`src/rtl/hls_macc_result_sink.sv`:
```
// ---------------------------------------------------------------------------
// hls_macc_result_sink : packs hls_macc per-call outputs into records, FIFOs
// them onto a valid/ready stream, and accumulates ap_return.   Rev 1.0
// ---------------------------------------------------------------------------
`default_nettype none

module hls_macc_result_sink #(
  parameter int DEPTH = 4,
  parameter int ACC_W = 48
) (
  input  logic             ap_clk,
  input  logic             ap_rst,
  input  logic             macc_done,
  input  logic [31:0]      macc_return,
  input  logic [31:0]      out13,
  input  logic             out13_vld,
  input  logic [31:0]      out30,
  input  logic             out30_vld,
  input  logic [31:0]      out31,
  input  logic             out31_vld,
  output logic             start_ok,
  output logic             m_valid,
  input  logic             m_ready,
  output logic [136:0]     m_data,
  output logic [ACC_W-1:0] acc,
  output logic [15:0]      drop_cnt,
  output logic             overflow,
  output logic             proto_err
);

  localparam int         AW       = $clog2(DEPTH);
  localparam logic [AW:0] FULL_CNT = (AW+1)'(DEPTH);

  logic [31:0]      s13_q, s13_d;
  logic [31:0]      s30_q, s30_d;
  logic             upd30_q, upd30_d;
  logic             pending_q, pending_d;
  logic [7:0]       seq_q, seq_d;
  logic [ACC_W-1:0] acc_q, acc_d;
  logic [15:0]      drop_cnt_q, drop_cnt_d;
  logic             overflow_q, overflow_d;
  logic             proto_err_q, proto_err_d;
  logic [AW-1:0]    wr_ptr_q, wr_ptr_d;
  logic [AW-1:0]    rd_ptr_q, rd_ptr_d;
  logic [AW:0]      count_q, count_d;
  logic [136:0]     mem_q [DEPTH];

  logic             pop;
  logic             push;
  logic             full;
  logic [136:0]     rec;

  always_comb begin
    full = (count_q == FULL_CNT);
    pop  = (count_q != '0) && m_ready;
    // A full FIFO still takes a record when the head leaves in the same cycle.
    push = macc_done && (!full || pop);
    rec  = {seq_q, upd30_q, (pending_q ? s13_q : 32'h0),
            (upd30_q ? s30_q : out30), out31, macc_return};

    s13_d       = s13_q;
    s30_d       = s30_q;
    upd30_d     = upd30_q;
    pending_d   = pending_q;
    seq_d       = seq_q;
    acc_d       = acc_q;
    drop_cnt_d  = drop_cnt_q;
    overflow_d  = overflow_q;
    proto_err_d = proto_err_q;
    wr_ptr_d    = wr_ptr_q;
    rd_ptr_d    = rd_ptr_q;
    count_d     = count_q;

    if (macc_done) begin
      pending_d = 1'b0;
      upd30_d   = 1'b0;
      seq_d     = seq_q + 8'd1;
      if (!pending_q || !out31_vld) proto_err_d = 1'b1;
      if (push) begin
        wr_ptr_d = wr_ptr_q + AW'(1);
        acc_d    = acc_q + ACC_W'($signed(macc_return));
      end else begin
        overflow_d = 1'b1;
        if (drop_cnt_q != 16'hFFFF) drop_cnt_d = drop_cnt_q + 16'd1;
      end
    end

    // A back-to-back call start overrides the close for pending/s13.
    if (out13_vld) begin
      s13_d     = out13;
      pending_d = 1'b1;
      if (pending_q && !macc_done) proto_err_d = 1'b1;
    end

    if (out30_vld) begin
      s30_d   = out30;
      upd30_d = 1'b1;
    end

    if (pop) rd_ptr_d = rd_ptr_q + AW'(1);

    case ({push, pop})
      2'b10:   count_d = count_q + (AW+1)'(1);
      2'b01:   count_d = count_q - (AW+1)'(1);
      default: count_d = count_q;
    endcase
  end

  always_ff @(posedge ap_clk) begin
    if (ap_rst) begin
      s13_q       <= '0;
      s30_q       <= '0;
      upd30_q     <= 1'b0;
      pending_q   <= 1'b0;
      seq_q       <= '0;
      acc_q       <= '0;
      drop_cnt_q  <= '0;
      overflow_q  <= 1'b0;
      proto_err_q <= 1'b0;
      wr_ptr_q    <= '0;
      rd_ptr_q    <= '0;
      count_q     <= '0;
    end else begin
      s13_q       <= s13_d;
      s30_q       <= s30_d;
      upd30_q     <= upd30_d;
      pending_q   <= pending_d;
      seq_q       <= seq_d;
      acc_q       <= acc_d;
      drop_cnt_q  <= drop_cnt_d;
      overflow_q  <= overflow_d;
      proto_err_q <= proto_err_d;
      wr_ptr_q    <= wr_ptr_d;
      rd_ptr_q    <= rd_ptr_d;
      count_q     <= count_d;
    end
  end

  // Record storage needs no reset; m_data is masked while the FIFO is empty.
  always_ff @(posedge ap_clk) begin
    if (!ap_rst && push) mem_q[wr_ptr_q] <= rec;
  end

  assign m_valid   = (count_q != '0);
  assign m_data    = m_valid ? mem_q[rd_ptr_q] : '0;
  assign start_ok  = !full && !pending_q;
  assign acc       = acc_q;
  assign drop_cnt  = drop_cnt_q;
  assign overflow  = overflow_q;
  assign proto_err = proto_err_q;

endmodule

`default_nettype wire

```
`config.mk`:
```
export PLATFORM = sky130hd
export DESIGN_NAME = hls_macc_result_sink
export DESIGN_NICKNAME = d
export VERILOG_FILES = /design/src/rtl/hls_macc_result_sink.sv
export SDC_FILE = /design/constraint.sdc
export NUM_CORES = 1
export LEC_CHECK = 0
export ABC_AREA = 1
export BUFFER_PORTS_ARGS = -buffer_cell sky130_fd_sc_hd__buf_4
export CORE_MARGIN = 1
export CORE_UTILIZATION = 50
export CTS_BUF_LIST = sky130_fd_sc_hd__clkbuf_4
export DETAILED_ROUTE_END_ITERATION = 6
export GPL_TIMING_DRIVEN = 1
export MAX_ROUTING_LAYER = met4
export PLACE_DENSITY = 0.7
export SLEW_MARGIN = 40
export SYNTH_ARGS = -nofsm -noshare
export SYNTH_HDL_FRONTEND = slang
export SYNTH_SLANG_ARGS = --single-unit
```
`constraint.sdc`:
```
create_clock -name ap_clk -period 10.3 [get_ports ap_clk]
set_input_delay 1.03 -clock ap_clk [delete_from_list [all_inputs] [get_ports ap_clk]]
set_output_delay 1.03 -clock ap_clk [all_outputs]
set_load 0.1 [all_outputs]
```
==> results of run 1 <==
through the flow:
stage	std cells	setup slack (ns)	power, uW	hold WS, ns	cell area, um2
2_1_floorplan	3399	2.32	5730	0.436	31500
3_3_place_gp	4440	5.87	6450	0.443	34700
3_5_place_dp	4440	6.05	6470	0.448	34700
4_1_cts	4763	4.92	8920	0.0973	37100
5_1_grt	4772	4.90	9240	0.135	37200
6_report	4775	5.23	8850	0.221	37200
logic make-up (layout without fill, tap and decap cells):
| logic type | Yosys count | after routing | share of synthesized area [%] |
|---|---|---|---|
| simple gates | 1438 | 1438 | 18.3 |
| flops | 697 | 697 | 61.7 |
| compound gates | 670 | 670 | 10.8 |
| buf+inv | 516 | 1043 | 6.35 |
| fa+ha+maj | 55 | 55 | 2.23 |
| xor+xnor | 23 | 23 | 0.639 |
| other cells | 0 | 12 | 0 |
final timing paths:
path	start	end	depth (start not counted)
max	flop	m_data[12]	7
min	out31[15]	mem_q[0][47]	1
max reg2reg	count_q[1]	mem_q[0][84]	9
min reg2reg	rd_ptr_q[0]	flop	1
layer usage:
| layer | global-route usage (%) | up-vias | wire (um) |
|---|---|---|---|
| met3 | 4.93 | 144 | 5220 |
| met2 | 41.4 | 810 | 39300 |
| met5 | - | - | 0 |
| met1 | 32.7 | 11300 | 34400 |
| li1 | - | 12100 | - |
| met4 | 11.0 | 0 | 2420 |
where the power goes:
group	internal [uW]	total (uW)	switching [uW]
logic	629	3170	2540
clock network	1320	2430	1110
registers	3170	3240	75.3
area by class of cell:
type	instances	area [um2]	share of cell area [%]
multi-input combinational	2186	10100	27.2
clock buffer	276	2070	5.57
antenna	12	30.0	0.0808
sequential	697	19400	52.3
timing repair buffer	361	2770	7.46
inverter	359	1370	3.67
clock inverter	47	337	0.906
tap	837	1050	2.82
registers in the layout, indices dropped and copies added, names as in the netlist, named ones only:
name / flops
count_q: 3
pending_q: 1
acc: 48
rd_ptr_q: 2
seq_q: 8
wr_ptr_q: 2
mem_q: 548
overflow: 1
drop_cnt: 16
s13_q: 32
proto_err: 1
s30_q: 32
upd30_q: 1
layout by cell type (no fill, tap or decap), types with 3 or more instances in the layout:
cell type   count
a21oi_1       235
buf_4         349
buf_6          10
bufinv_16       4
clkbuf_4      276
clkinv_1       31
clkinv_2        4
clkinvlp_4      4
dfxtp_1       146
diode_2        12
edfxtp_1      548
ha_1           53
inv_1         341
inv_2          14
nand2_1       564
nand2_2        13
nand3_1        64
nand3_2         4
nand4_1        14
nor2_1        723
nor2_2         20
nor2_4          9
nor3_1         11
nor3_2          6
o21a_1          3
o21ai_0       384
o21ai_1        37
o21bai_1        6
xnor2_1         9
xor2_1         14
==> summary.md, run 1 <==
| Metric | Value |
|---|---|
| Die area | approximately 64,000 um2 |
| Area grow syn2layout | 18.0% |
| Total global-route track usage | approximately a quarter |
| Area contributors post-synth | edfxtp_1 52%, dfxtp_1 9.5%, nor2_1 8.7% |
| Largest area contributor in the synthesized netlist | edfxtp_1 |
| Peak Freq | roughly 200 MHz |
| Setup repair after global routing missed its margin | false |
| H-tree depth | 4 |
| Top-area cell type share of the netlist area | between 50% and 60% |
| Share of flip-flops with an asynchronous set or reset after synthesis | 0% |
| Height of the chip | approximately 250 um |
| CTS Hold Buffers Added | 0 |
| Final setup TNS | 0 ns |
| Cell-by-cell trace of the critical path | buf_6 -> buf_6 -> nor2_1 -> nor2_1 -> o21ai_0 -> a21oi_1 -> buf_4 |
| Post-CTS resize count | 0 |
| Final setup fails | 0 |
| Number of nets with antenna violations after routing | 0 |
| Site Rows | between 90 and 100 |
| Net count of the finished layout | 3,971 |
| I/O pin count | 340 |
| Final weighted congestion in routability-driven placement | 0.942 |
| Peak supply drop | approximately 0.15 mV |
| Pins Over Slew Limit | 0 |
| Leakage | between 0.015 and 0.02 uW |
| Run status | complete, but fails checks |
| Data arrival time of the critical path | around 4.0 ns |
| Antenna violations before repair | 6 |
| Most frequent cell after synthesis | nor2_1 |
| Total DRC errors in the routed layout | 2 |
| Post-Route Skew | approximately 0.073 ns |
| Hpwl dp | 49,900 um |
| Total clock buffers created by CTS | approximately 180 |
| Dominant synthesized flop cell | edfxtp_1 |
| Required time at the endpoint of the critical path | roughly 9.3 ns |
| Crit end category | output pin |
| Reg clk slew, reported paths | 0.07 ns |
| Vias in the first global route | 23,100 |
| CP Launch Type | flop |
| Gr ovfl total | 0 |
| Buffer cell driving the clock tree root | clkbuf_4 |
| I/O Buffers | between 300 and 400 |
| Count of filler cells inserted in the layout | about 5,400 |
| Top cells by instance count after synthesis | 727 x nor2_1, 564 x nand2_1, 548 x edfxtp_1, 384 x o21ai_0, 342 x inv_1 |
| Mean post-synth cell area | a little over 9 um2 |
| Maximum number of pins on one net before global-route repair | around 160 |
| Number of library cell types mapped by synthesis | just over 40 |
| DR vias/cell | roughly 5.1 |
| Post-synthesis sequential area ratio | a little over 60% |
| Flop2flop setup slack | 7.14 ns |
| Synth Cell Area | around 32,000 um2 |
| Warnings, synthesis | 0 |
| First-pass GRT wire length | 124,000 um |
| Hold Crit Class | input port to flop |
| Final Cycle Share | between 40% and 50% |
| Kind of critical path | flop to output pin |
| Worst-path fanout max | just under 90 |
| Final core utilization | between 60% and 70% |
| Chip width | about 250 um |
| Count of flip-flops with a built-in enable after synthesis | 548 |
| Final Hold Violating Endpoints | 0 |
| Slew of the pin with the lowest slew margin | 0.856 ns |
| Power per standard cell area | approximately 240 nW/um2 |
| #FFs+latches synth | 697 |
| Highest cell delay on the worst timing path | approximately 0.7 ns |
| Sinks on Clock Net | about 700 |
| First drt pass iteration count | 7 |
| Number of nets produced by synthesis | roughly 3,600 |
| Crit path time final | approximately 5 ns |
| Slowest cell on the critical path | dfxtp_4 |
| Maximum clock path buffer count | 3 |
| Violated checks | DRC |
| Effective utilization at floorplan | around half |
| Relative slew slack | between 40% and 50% |
| Share of post-route cells with drive strength above 1 | 18.7% |
| MaxCap Viol Count | 0 |
| Placeable Area | 61,900 um2 |
| DRC marker count from the first detailed-route iteration | roughly 1,800 |
| Mapped Cells | 3,399 |
| Clock tree from TritonCTS | done |
| Routed wire length per instance | ~17 um |
| Number of buffers and inverters on the critical path | 3 |
| Clock insertion delay at the later pin of the skew report | just over 1 ns |
| Drt total wl | slightly above 80,000 um |
| Total setup buffers inserted after CTS | 0 |
| Count of vias placed by the detailed router | 24,400 |
| Crit-path leading delay family | buffers and inverters |
Note: power is estimated with default switching activity, not from simulation.
==> run 2: changes to the inputs <==
Settings changed: PLACE_DENSITY 0.7 to 0.72.
Clock period 10.3 ns to 4.58 ns, I/O delays scaled along.
==> run 2 against run 1 <==
Effect of this change:
- the run now ends clean
- first-iteration DRC count rose by 16%
- critical path depth decreased by 2
- design area is 5.3% higher
- die area did not move
- register-to-register slack got worse by 5.3 ns
- non-clock buffer count up 199
- combinational power rose by 130%
- sequential cell count stayed put
- highest routed layer unchanged
==> summary.md, run 2 (synthesis gave the netlist of run 1 again) <==
| Metric | Value |
|---|---|
| Run status | complete, no violations |
| Final core utilization | 63.2% (+3.2 points) |
| Drt total wl | 88,000 um (+8.2%) |
| Sinks on Clock Net | 697 (unchanged) |
| Number of flip-flops under the largest register name | 548 (unchanged) |
| First drt pass iteration count | 6 (-1) |
| Antenna violations before repair | 7 (+1) |
| CTS Hold Buffers Added | 196 (+196) |
| Reg clk slew, reported paths | 0.06 ns (about the same) |
| Total setup buffers inserted after CTS | 0 (unchanged) |
| Switch share | 42.4% (+0.26 points) |
| Gr ovfl total | 0 (unchanged) |
| Required time at the endpoint of the critical path | 4.12 ns (-5.15 ns) |
| Chip width | 253 um (unchanged) |
| Total DRC errors in the routed layout | 0 (-2) |
| DR vias/cell | 5.16 (+0.95%) |
| Final Hold Violating Endpoints | 0 (unchanged) |
| MaxCap Viol Count | 0 (unchanged) |
| Maximum number of pins on one net before global-route repair | 155 (-4.3%) |
| Peak Freq | roughly 250 MHz |
| Crit end category | output pin |
| Post-CTS resize count | 0 (unchanged) |
| Effective utilization at floorplan | 50.9% (unchanged) |
| Post-Route Skew | 0.0910 ns (+0.0181 ns) |
| Area grow syn2layout | 24.2% |
| Power per standard cell area | 510 nW/um2 (+110%) |
| H-tree depth | 4 (unchanged) |
| Site Rows | 91 (unchanged) |
| Top reg by flops | mem_q |
| Buffer cell driving the clock tree root | clkbuf_4 |
| Multi-input gate area | 10,100 um2 (unchanged) |
| Start of the worst register-to-register path | count_q[2] |
| Placeable Area | 61,900 um2 (unchanged) |
| Setup repair after global routing missed its margin | false |
| Crit path time final | about 4 ns |
| Share of total power in the clock network | 26.8% (-0.7 points) |
| Launch instance of the worst min-delay path | out30_vld |
| Internal power | 11,500 uW (+120%) |
| Hpwl dp | 53,700 um (+7.6%) |
| Relative slew slack | 37.9% (-5.0 points) |
| Number of nets with antenna violations after routing | 0 (unchanged) |
| Kind of critical path | flop to output pin |
| Leakage | 0.0166 uW (+5.8%) |
| First-pass GRT wire length | 134,000 um (+8.4%) |
| DRC marker count from the first detailed-route iteration | 2,077 (+16%) |
| Proportion of power drawn by combinational gates | 36.6% (+0.8 points) |
| FF/Latch Area | 19,400 um2 (unchanged) |
| Final Cycle Share | a little under 90% |
| Maximum clock path buffer count | 3 (unchanged) |
| Clock insertion delay at the later pin of the skew report | 1.00 ns (about the same) |
| Worst-path fanout max | 154 (+73%) |
| Final hold slack | 0.147 ns (-0.0748 ns) |
| Net switching power | 8450 uW (+130%) |
| Data arrival time of the critical path | 3.54 ns (-0.50 ns) |
| Total clock buffers created by CTS | 175 (-0.57%) |
| Height of the chip | 253 um (unchanged) |
| Peak supply drop | 0.463 mV (+220%) |
| Share of post-route cells with drive strength above 1 | 17.6% (-1.1 points) |
| Die area | 64,000 um2 (unchanged) |
| Clock tree from TritonCTS | done |
| Vias in the first global route | 24,900 (+7.8%) |
| Most frequent standard cell in the layout excluding fill and tap cells | nor2_1 |
| Count of filler cells inserted in the layout | 5,142 (-4.0%) |
| Slew of the pin with the lowest slew margin | 0.932 ns (+0.0757 ns) |
| Most used cells in the layout excluding fill and tap cells | 723 x nor2_1, 564 x nand2_1, 548 x edfxtp_1 |
| I/O pin count | 340 (unchanged) |
| Final setup fails | 0 (unchanged) |
| I/O Buffers | 339 (unchanged) |
| Part of the power in registers | 36.6% (about the same) |
| Final setup TNS | 0 ns (unchanged) |
| Net count of the finished layout | 4,169 (+5.0%) |
| Routed wire length per instance | 17.7 um (+3.8%) |
| Hold Crit Class | input port to flop |
| Final weighted congestion in routability-driven placement | 0.934 (-0.82%) |
| Count of vias placed by the detailed router | 25,700 (+5.2%) |
| CP Launch Type | flop |
| Total global-route track usage | 28.3% (+2.3 points) |
| Pins Over Slew Limit | 0 (unchanged) |
## run 2: power by group through the flow
stage	clock network [uW]	registers, uW	logic [uW]
6_report	5350	7290	7290
5_1_grt	5800	7320	7680
4_1_cts	5480	7290	7280
3_5_place_dp	0	7430	7110
3_3_place_gp	0	7430	7060
2_1_floorplan	0	7910	4970
## run 2: area by class of cell
type | instances | share of cell area [%]
clock buffers | 269 | 5.16
well taps | 837 | 2.68
clock inverters | 62 | 0.870
flip-flops and latches | 697 | 49.7
repair buffers | 560 | 12.3
diodes | 6 | 0.0384
inverters | 359 | 3.49
multi-input cells | 2186 | 25.8
## run 2: worst max-delay path: stages, from the launching register on
cell     delay, ns
dfxtp_4       0.80
inv_8         0.35
buf_4         0.46
o21ai_0       0.36
a21oi_1       0.12
buf_4         0.27
## run 2: metrics by stage
stage               cell area, um2  setup WS (ns)  total power (uW)  std cells
finish                       39100          0.587             19900       4976
global route                 39100          0.414             20800       4975
CTS                          39100          0.552             20000       4970
detailed placement           34800           1.65             14500       4443
global placement             34800           1.30             14500       4442
floorplan                    31500         -0.522             12900       3399
## run 2: per-layer routing
metal | share of wire (%) | global-route usage, % | wire [um] | vias up
li1 | - | - | - | 12500
met1 | 41 | 34.1 | 35700 | 12000
met2 | 48 | 44.9 | 42500 | 965
met3 | 7.1 | 6.57 | 6280 | 204
met4 | 4.0 | 14.1 | 3530 | 0
met5 | 0 | - | 0 | -
## run 2: worst paths after layout
path / slack (ns) / cells after the start / end
max: 0.59 / 5 / m_data[92]
min: 0.15 / 3 / upd30_q
min reg2reg: 0.47 / 2 / proto_err
max reg2reg: 1.83 / 8 / mem_q[0][26]
